## config.mk

```make
export PLATFORM = sky130hd
export DESIGN_NAME = regfile_march_bist_ctrl
export DESIGN_NICKNAME = d
export VERILOG_FILES = /design/src/rtl/regfile_bist_pkg.sv /design/src/rtl/regfile_bist_addr_gen.sv /design/src/rtl/regfile_march_bist_ctrl.sv
export SDC_FILE = /design/constraint.sdc
export NUM_CORES = 1
export LEC_CHECK = 0
export CAP_MARGIN = 25
export CORE_ASPECT_RATIO = 1.4
export CORE_MARGIN = 1.5
export CORE_UTILIZATION = 25
export CTS_CLUSTER_DIAMETER = 30
export DETAILED_ROUTE_END_ITERATION = 7
export HOLD_SLACK_MARGIN = 0.05
export PLACE_DENSITY = 0.53
export SLEW_MARGIN = 30
export SYNTH_ARGS = -nofsm -noshare
export SYNTH_HDL_FRONTEND = slang
export SYNTH_SLANG_ARGS = --single-unit
```

## constraint.sdc

```tcl
create_clock -name clk -period 5.28 [get_ports clk]
set_clock_uncertainty 0.1 [all_clocks]
set_input_delay 0.792 -clock clk [delete_from_list [all_inputs] [get_ports clk]]
set_output_delay 0.792 -clock clk [all_outputs]
set_load 0.005 [all_outputs]
```

## src/rtl/regfile_bist_pkg.sv

```systemverilog
// Shared constants for the register-file March C- BIST controller:
// FSM state codes, march element codes, and the per-element op table.
package regfile_bist_pkg;

    // FSM state codes
    localparam logic [2:0] ST_IDLE   = 3'd0;
    localparam logic [2:0] ST_SETTLE = 3'd1;
    localparam logic [2:0] ST_RUN    = 3'd2;
    localparam logic [2:0] ST_DRAIN  = 3'd3;
    localparam logic [2:0] ST_DONE   = 3'd4;

    // March C- element codes
    localparam logic [2:0] M0 = 3'd0;
    localparam logic [2:0] M1 = 3'd1;
    localparam logic [2:0] M2 = 3'd2;
    localparam logic [2:0] M3 = 3'd3;
    localparam logic [2:0] M4 = 3'd4;
    localparam logic [2:0] M5 = 3'd5;

    // Op encoding: bit 1 = read (1) / write (0), bit 0 = data pattern (D0/D1)
    localparam logic [1:0] OP_W0 = 2'b00;
    localparam logic [1:0] OP_W1 = 2'b01;
    localparam logic [1:0] OP_R0 = 2'b10;
    localparam logic [1:0] OP_R1 = 2'b11;

    // Number of ops each element performs per address
    function automatic logic [1:0] elem_op_count(input logic [2:0] elem);
        case (elem)
            M1, M2, M3, M4: elem_op_count = 2'd2;
            default:        elem_op_count = 2'd1;
        endcase
    endfunction

    // Address direction of each element: 1 = ascending, 0 = descending
    function automatic logic elem_dir_up(input logic [2:0] elem);
        case (elem)
            M0, M1, M2: elem_dir_up = 1'b1;
            default:    elem_dir_up = 1'b0;
        endcase
    endfunction

    // Op issued by a given element at a given position within the element
    function automatic logic [1:0] elem_op(input logic [2:0] elem, input logic op_idx);
        case (elem)
            M0:      elem_op = OP_W0;
            M1:      elem_op = op_idx ? OP_W1 : OP_R0;
            M2:      elem_op = op_idx ? OP_W0 : OP_R1;
            M3:      elem_op = op_idx ? OP_W1 : OP_R0;
            M4:      elem_op = op_idx ? OP_W0 : OP_R1;
            M5:      elem_op = OP_R0;
            default: elem_op = OP_W0;
        endcase
    endfunction

endpackage

```

## src/rtl/regfile_bist_addr_gen.sv

```systemverilog
// Up/down test-address counter with parallel load and a flag that marks
// the final address of the current sweep direction.
module regfile_bist_addr_gen #(
    parameter int                    ADDR_WIDTH = 5,
    parameter logic [ADDR_WIDTH-1:0] MAX_ADDR   = ADDR_WIDTH'((2 ** (ADDR_WIDTH - 1)) - 2)
) (
    input  logic                  clk,
    input  logic                  rst_n,
    input  logic                  load,
    input  logic [ADDR_WIDTH-1:0] load_val,
    input  logic                  step,
    input  logic                  up,
    output logic [ADDR_WIDTH-1:0] addr,
    output logic                  last
);

    // Load takes priority over stepping; step moves one address in the sweep direction
    always_ff @(posedge clk or negedge rst_n) begin
        if (!rst_n) begin
            addr <= '0;
        end else if (load) begin
            addr <= load_val;
        end else if (step) begin
            addr <= up ? (addr + ADDR_WIDTH'(1)) : (addr - ADDR_WIDTH'(1));
        end
    end

    // Final address is the top of the range going up, zero going down
    always_comb begin
        last = up ? (addr == MAX_ADDR) : (addr == '0);
    end

endmodule

```

## src/rtl/regfile_march_bist_ctrl.sv

```systemverilog
// March C- BIST controller for the register-file test port. Sweeps the
// writable addresses 0..N-1, issuing one op per cycle, checks read data one
// cycle later and records the first failing address and march element.
module regfile_march_bist_ctrl
    import regfile_bist_pkg::*;
#(
    parameter int ADDR_WIDTH = 5,
    parameter int DATA_WIDTH = 32
) (
    input  logic                  clk,
    input  logic                  rst_n,
    input  logic                  start_i,
    input  logic                  abort_i,
    output logic                  busy_o,
    output logic                  done_o,
    output logic                  pass_o,
    output logic                  fail_o,
    output logic [ADDR_WIDTH-1:0] fail_addr_o,
    output logic [2:0]            fail_elem_o,
    output logic                  bist_o,
    output logic                  csn_t_o,
    output logic                  wen_t_o,
    output logic [ADDR_WIDTH-1:0] a_t_o,
    output logic [DATA_WIDTH-1:0] d_t_o,
    input  logic [DATA_WIDTH-1:0] q_t_i
);

    // Top half of the address space and the all-ones low address are never
    // exercised, so the sweep covers 0..N-1 with N = 2^(ADDR_WIDTH-1)-1.
    localparam int unsigned           NUM_ADDR  = (1 << (ADDR_WIDTH - 1)) - 1;
    localparam logic [ADDR_WIDTH-1:0] LAST_ADDR = ADDR_WIDTH'(NUM_ADDR - 1);

    logic [2:0]            state;
    logic [2:0]            state_next;
    logic [2:0]            elem;
    logic [2:0]            next_elem;
    logic                  op_idx;
    logic [1:0]            cur_op;
    logic                  op_last;
    logic                  elem_done;
    logic                  run_end;
    logic                  start_accept;

    logic                  addr_load;
    logic [ADDR_WIDTH-1:0] addr_load_val;
    logic                  addr_step;
    logic                  addr_up;
    logic [ADDR_WIDTH-1:0] addr;
    logic                  addr_last;

    logic                  rd_valid_q;
    logic [DATA_WIDTH-1:0] exp_q;
    logic [ADDR_WIDTH-1:0] rd_addr_q;
    logic [2:0]            rd_elem_q;
    logic                  mismatch;

    regfile_bist_addr_gen #(
        .ADDR_WIDTH (ADDR_WIDTH),
        .MAX_ADDR   (LAST_ADDR)
    ) u_addr_gen (
        .clk      (clk),
        .rst_n    (rst_n),
        .load     (addr_load),
        .load_val (addr_load_val),
        .step     (addr_step),
        .up       (addr_up),
        .addr     (addr),
        .last     (addr_last)
    );

    // Decode the current op and the element/run boundaries it implies
    always_comb begin
        cur_op        = elem_op(elem, op_idx);
        op_last       = op_idx || (elem_op_count(elem) == 2'd1);
        elem_done     = op_last && addr_last;
        next_elem     = elem + 3'd1;
        run_end       = (state == ST_RUN) && elem_done && (elem == M5);
        start_accept  = (state == ST_IDLE) && start_i && !abort_i;
        addr_up       = elem_dir_up(elem);
        addr_load     = (state == ST_SETTLE) ||
                        ((state == ST_RUN) && elem_done && (elem != M5));
        addr_load_val = ((state == ST_RUN) && !elem_dir_up(next_elem)) ? LAST_ADDR : '0;
        addr_step     = (state == ST_RUN) && op_last && !addr_last;
        mismatch      = rd_valid_q && (q_t_i != exp_q);
    end

    // Next-state logic; abort wins over every non-idle transition
    always_comb begin
        state_next = state;
        case (state)
            ST_IDLE:   state_next = start_accept ? ST_SETTLE : ST_IDLE;
            ST_SETTLE: state_next = abort_i ? ST_IDLE : ST_RUN;
            ST_RUN:    state_next = abort_i ? ST_IDLE : (run_end ? ST_DRAIN : ST_RUN);
            ST_DRAIN:  state_next = abort_i ? ST_IDLE : ST_DONE;
            ST_DONE:   state_next = ST_IDLE;
            default:   state_next = ST_IDLE;
        endcase
    end

    // State register
    always_ff @(posedge clk or negedge rst_n) begin
        if (!rst_n) begin
            state <= ST_IDLE;
        end else begin
            state <= state_next;
        end
    end

    // March position: element and op-within-element, cleared outside RUN
    always_ff @(posedge clk or negedge rst_n) begin
        if (!rst_n) begin
            elem   <= M0;
            op_idx <= 1'b0;
        end else if ((state != ST_RUN) || abort_i) begin
            elem   <= M0;
            op_idx <= 1'b0;
        end else if (op_last) begin
            op_idx <= 1'b0;
            if (elem_done && (elem != M5)) begin
                elem <= next_elem;
            end
        end else begin
            op_idx <= 1'b1;
        end
    end

    // Register the expectation of each read so it lines up with q_t_i next cycle
    always_ff @(posedge clk or negedge rst_n) begin
        if (!rst_n) begin
            rd_valid_q <= 1'b0;
            exp_q      <= '0;
            rd_addr_q  <= '0;
            rd_elem_q  <= 3'd0;
        end else begin
            rd_valid_q <= (state == ST_RUN) && cur_op[1] && !abort_i;
            exp_q      <= {DATA_WIDTH{cur_op[0]}};
            rd_addr_q  <= addr;
            rd_elem_q  <= elem;
        end
    end

    // Sticky failure capture: first mismatch only, cleared on start acceptance
    always_ff @(posedge clk or negedge rst_n) begin
        if (!rst_n) begin
            fail_o      <= 1'b0;
            fail_addr_o <= '0;
            fail_elem_o <= 3'd0;
        end else if (start_accept) begin
            fail_o      <= 1'b0;
            fail_addr_o <= '0;
            fail_elem_o <= 3'd0;
        end else if (mismatch && !fail_o) begin
            fail_o      <= 1'b1;
            fail_addr_o <= rd_addr_q;
            fail_elem_o <= rd_elem_q;
        end
    end

    // Pass verdict is formed on entry to DONE, folding in the final M5 check
    always_ff @(posedge clk or negedge rst_n) begin
        if (!rst_n) begin
            pass_o <= 1'b0;
        end else if (start_accept) begin
            pass_o <= 1'b0;
        end else if ((state == ST_DRAIN) && !abort_i) begin
            pass_o <= !(fail_o || mismatch);
        end
    end

    // Test-port drive: only RUN issues ops, every other state parks the port
    always_comb begin
        busy_o  = (state != ST_IDLE);
        bist_o  = busy_o;
        done_o  = (state == ST_DONE);
        csn_t_o = 1'b1;
        wen_t_o = 1'b1;
        a_t_o   = '0;
        d_t_o   = '0;
        if (state == ST_RUN) begin
            csn_t_o = 1'b0;
            a_t_o   = addr;
            if (!cur_op[1]) begin
                wen_t_o = 1'b0;
                d_t_o   = {DATA_WIDTH{cur_op[0]}};
            end
        end
    end

endmodule

```

Word level (Yosys, flattened, before mapping). Index checks and enable logic that the tools add are counted.

Memories kept: 0. Output and inout bits: 52. Memory bits (read-only): 0. Input port bits: 36. Bits in latches: 0. Register bits: 32. Logic and storage cells: 107. RAM bits: 0.

Magnitude comparators: 0. Muxes and demuxes: 36. Divide/modulo/power cells: 0. Multipliers: 0. Bitwise gates (word level): 0. Shift-type cells: 0. Add/subtract/negate cells: 3. Eq/ne operators: 16. Reduce and logical (&&, ||, !) cells: 40.

Operators by type and width (number): $mux 32 (2); $ne 32x32->1 (1); $mux 5 (6); $mux 3 (6); $eq 3x2->1 const B (5); $logic_and 1x1->1 (15); $mux 1 (14); $pmux 3 s4 (1); $mux 2 (5); $reduce_bool 2->1 (5); $eq 3x1->1 const B (3); $eq 3x3->1 const B (3); $logic_not 3->1 (3); $pmux 2 s3 (1); $reduce_or 3->1 (2); $add 5x1->5 const B (1); $eq 5x4->1 const B (1); $logic_not 1->1 (5); $logic_not 5->1 (1); $sub 5x1->5 const B (1); $logic_or 1x1->1 (4); $mux 4 (1); $reduce_or 2->1 (2); $reduce_or 4->1 (1); 6 further kinds (6).

Depth between registers and ports, before layout.
Depth after elaboration: 11. Gate-level depth with buffers: 10. Gate-level depth less buffers: 10.

Hierarchy. Synthesis repeated with hierarchy kept, for this count alone.

Cell total of the unflattened synthesis: 234. Area total of the unflattened synthesis: 2129.5 um2.

Modules (own cells, without submodules): regfile_march_bist_ctrl (sequential area each 675.6 um2, area each 1704.1 um2, instances 1, cells an instance 185); regfile_bist_addr_gen (sequential area each 125.1 um2, area each 425.4 um2, instances 1, cells an instance 49).

Worst setup path after synthesis. OpenSTA, ideal clock, no wires.

Path type: flip-flop to output port. Start: reg elem[0]. End: out d_t_o[10]. Setup slack: 0.944 ns. Arrival time: 3.444 ns. Required time: 4.388 ns. Path buffers: 1. Stages on the path, launching flop included: 9. Cells stage by stage: dfrtp_1 > ha_1 > ha_1 > nor3_1 > o21ai_0 > o21ai_0 > nand2_1 > nor3b_1 > buf_4.

Cells in the longest elaborated chain, start to end: 5. Elaborated cells between the ends (all ways): 10. Those cells by class: eq/ne (5); mux (3); reduce/logical (2).

Ends and longest elaborated chain: from (decl) (RTL line regfile_march_bist_ctrl.sv:35) `logic [2:0] elem;`; from (signal assigned) (RTL line regfile_march_bist_ctrl.sv:120) `elem <= next_elem;`; $eq 3x2->1 (tied with other cells) (RTL line regfile_bist_pkg.sv:44) `case (elem)`; $reduce_or 2->1 (no source line); $pmux 2 s3 * (RTL line regfile_bist_pkg.sv:44); $mux 32 * (RTL line regfile_march_bist_ctrl.sv:182) `if (!cur_op[1]) begin`; $mux 32 * (RTL line regfile_march_bist_ctrl.sv:179) `if (state == ST_RUN) begin`; to (decl) (RTL line regfile_march_bist_ctrl.sv:24) `output logic [DATA_WIDTH-1:0] d_t_o,`.

Every way passes the cells marked *; elsewhere a longest branch is shown, timed or not.

Worst setup path after layout.
Start: reg elem[2]. End: out d_t_o[15].

Same word-level chain as after synthesis.

==> qor.csv <==
stage;metric;value;unit
placement;IO Port Bufs;87;
drt;Avg WL per Cell;12.53;um
cts;Worst-Skew Late Latency;0.27;ns
critical_path;Worst setup SP type;register;
floorplan;Row Count;39;
cells_and_area;Syn-to-layout area delta;42.65;%
sta;slew margin rel.;53.28;%
global_route;grt met1 use;13.37;%
sta;Total Negative Setup Slacks;0;ns
cells_and_area;Antenna diodes;0;
floorplan;DIE HEIGHT;112.0;um
cts;total setup buffers inserted after CTS;0;
synth;largest area contributor in the netlist;dfrtp_1;
cells_and_area;fin area;0.003025;mm^2
sta;RSZ-0062 raised after global routing;no;
cells_and_area;area occupied by registers;800.8;um^2
power;pwr/cell area;256.6;mW/mm^2
synth;Async SR Flop Fraction;100.0;%
synth;Area contributors post-synth;dfrtp_1, buf_4, ha_1;
global_route;met3 Resource Use GR;2.377;%
cells_and_area;area of the multi-input gates;0.001023;mm^2
outcome;status;finished, final reports clean;
drt;vias per std cell;4.652;
sta;fin crit period;3.670;ns
sta;worst-margin pin slew;0.6988;ns
sta;max-slew violations;0;
critical_path;Critical Path AT;2.78;ns
global_route;GRT Total Usage;11.51;%
synth;syn nets;273;
global_route;first-pass GRT wire length;8.121;mm
power;Worst VDD drop;0.1470;mV
synth;Synth Register Bits;32;
drt;Final ANT Viol Nets;0;
floorplan;io pins;88;
critical_path;flop-to-flop setup slack;2.34;ns
synth;Post-Syn Area per Cell;9.343;um^2
min_path;Endpoint, Worst Hold;rd_elem_q[0];
synth;Seq/Total Area, Yosys;37.76;%
critical_path;CP Max Fanout;32;
drt;TritonRoute pass-1 iters;4;
floorplan;Starting Density;25.87;%
cts;cts repair resizes;0;
floorplan;core area;0.008198;mm^2
cts;hold buffers post-CTS;0;
synth;mapped cell area;0.002121;mm^2
cts;clock slew seen by the registers of the worst setup and hold paths;0.05;ns
cells_and_area;layout net count;334;
synth;EDFF count, synth;0;
cts;Root Driver;clkbuf_16;
global_route;initial antenna violation count;0;
sta;final worst-path cycle share;69.50;%
global_route;largest net degree at the start of global routing;33;
cts;CTS tree;yes;
drt;DRT iter0 DRCs;37;
cts;CTS buffer count;5;
cts;H-tree levels;2;
placement;Detailed Place HPWL;3.836;mm
sta;Final Hold Slack;0.3426;ns
critical_path;CP Capture Type;output port;
critical_path;R2R cell count;10;
min_path;hold depth;0;
cells_and_area;Core Util, Final;36.90;%
critical_path;CP Class;register to output port;
critical_path;worst r2r src;elem[1];
global_route;M2 GR Usage;19.61;%
power;LEAKAGE;1.225;nW
synth;Post-synth top cells;buf_4, dfrtp_1, nand2_1, nand3_1, nor2_1;
synth;Syn Inst Count;227;
cells_and_area;fraction of layout cells with a size suffix above 1;7.612;%
global_route;GR Overflow Total;0;
cts;CTS Buffer Depth;2;
cells_and_area;fill count;834;
sta;Final Hold Viols;0;
synth;ys flop type;dfrtp_1;
global_route;vias in the first global route;1777;
floorplan;Die Span X;80.84;um
drt;Vias;1819;
drt;WL final;4.898;mm
synth;Ys Warns;0;
min_path;min-delay src;elem[0];
drt;DRC;0;
sta;Final setup viols;0;
run;max-cap violations;0;
placement;Place WS;1.933;ns
min_path;worst hold path class;register to register;
placement;RD Place Congestion;0.8298;
placement;DP Area;0.002879;mm^2
sta;fmax;272.5;MHz
sta;final worst slack;1.610;ns
cts;clock sink total;32;
global_route;GRT Max-Usage Layer;met2;
critical_path;Worst R2R End;u_addr_gen.addr[4];
synth;Netlist cell types;47;
floorplan;die area;0.009052;mm^2
critical_path;Worst EP required;4.39;ns
synth;Yosys top cell area share;37.76;%
-- logic make-up (layout without fill, tap and decap cells) --
| family | Yosys count | count (layout) | share of synthesized area [%] |
|---|---|---|---|
| AND/OR/NAND/NOR | 93 | 93 | 24.19 |
| buffers and inverters | 46 | 108 | 14.22 |
| multiplexers | 11 | 11 | 5.251 |
| XOR/XNOR | 4 | 4 | 1.652 |
| AO/OA/AOI/OAI | 31 | 31 | 10.68 |
| adder cells (fa/ha/maj) | 10 | 10 | 6.254 |
| flip-flops | 32 | 32 | 37.76 |
-- worst max-delay path by stage --
stage / slack [ns] / from / depth (start not counted) / end
after floorplan: 0.94 / elem[0] / 8 / d_t_o[10]
after global placement: 2.01 / elem[1] / 9 / d_t_o[28]
after detailed placement: 1.93 / elem[2] / 9 / d_t_o[18]
after CTS: 1.62 / elem[2] / 9 / d_t_o[18]
after global routing: 1.33 / elem[2] / 9 / d_t_o[18]
final: 1.61 / elem[2] / 9 / d_t_o[15]
-- placed cells by master (no fill, tap or decap), drive strengths merged --
| master | Yosys | layout |
|---|---|---|
| mux2i | 10 | 10 |
| clkdlybuf4s50 | 0 | 87 |
| clkbuf | 1 | 8 |
| o22ai | 1 | 1 |
| o31ai | 2 | 2 |
| nand4 | 4 | 4 |
| dfrtp | 32 | 32 |
| nand2 | 26 | 26 |
| or4 | 5 | 5 |
| nor3b | 1 | 1 |
| a21boi | 2 | 2 |
| xor2 | 2 | 2 |
| nand3 | 12 | 12 |
| a21oi | 8 | 8 |
| nor3 | 8 | 8 |
| and2 | 4 | 4 |
| o2111ai | 1 | 1 |
| o211ai | 1 | 1 |
| a32oi | 4 | 4 |
| buf | 34 | 2 |
| o41ai | 1 | 1 |
| inv | 11 | 11 |
| a21o | 2 | 2 |
| o211a | 1 | 1 |
| nand2b | 3 | 3 |
| fa | 1 | 1 |
| or2 | 2 | 2 |
| nor4 | 5 | 5 |
| o21ai | 4 | 4 |
| or3 | 8 | 8 |
| o22a | 2 | 2 |
| o221ai | 1 | 1 |
| nor4b | 1 | 1 |
| ha | 9 | 9 |
| o21a | 1 | 1 |
| mux2 | 1 | 1 |
| nor2 | 13 | 13 |
| and2b | 1 | 1 |
| xnor2 | 2 | 2 |
-- where the power goes --
part	total [mW]	internal, mW	switching [mW]
combinational	0.181	0.0951	0.0860
sequential	0.314	0.279	0.0352
clock	0.281	0.187	0.0935
total	0.776	0.562	0.215
-- metal layers --
metal | part of all wire, % | vias up | wire length (um)
met1 | 42 | 850 | 2045
met5 | 0 | - | 0
met4 | 2.5 | 0 | 121
met3 | 4.5 | 10 | 219
met2 | 51 | 57 | 2511
li1 | - | 902 | -
-- layout make-up --
class	instances	share of cell area (%)
Multi-Input combinational cell	149	33.83
Timing Repair Buffer	89	29.28
Sequential cell	32	26.47
Clock buffer	8	4.839
Tap cell	102	4.218
Inverter	11	1.365
-- flip-flops by register name, indices dropped and copies added, names as in the netlist --
register         cells
op_idx               1
fail_o               1
exp_q                1
state                3
rd_elem_q            3
fail_elem_o          3
elem                 3
rd_valid_q           1
u_addr_gen.addr      5
pass_o               1
rd_addr_q            5
fail_addr_o          5
-- critical path, stage by stage, from the launching register on --
cell             delay (ns)
dfrtp_1                0.55
inv_1                  0.14
ha_1                   0.27
nor3_1                 0.17
o21ai_0                0.10
o21ai_0                0.12
nand2_1                0.14
nor3b_2                0.17
buf_4                  0.29
clkdlybuf4s50_1        0.56
-- stage by stage --
step                total power, mW  instances
finish                       0.7764        391
global route                 0.8290        391
CTS                          0.7878        391
detailed placement           0.4996        383
global placement             0.4963        383
floorplan                    0.4223        227
Note: power is estimated with default switching activity, not from simulation.
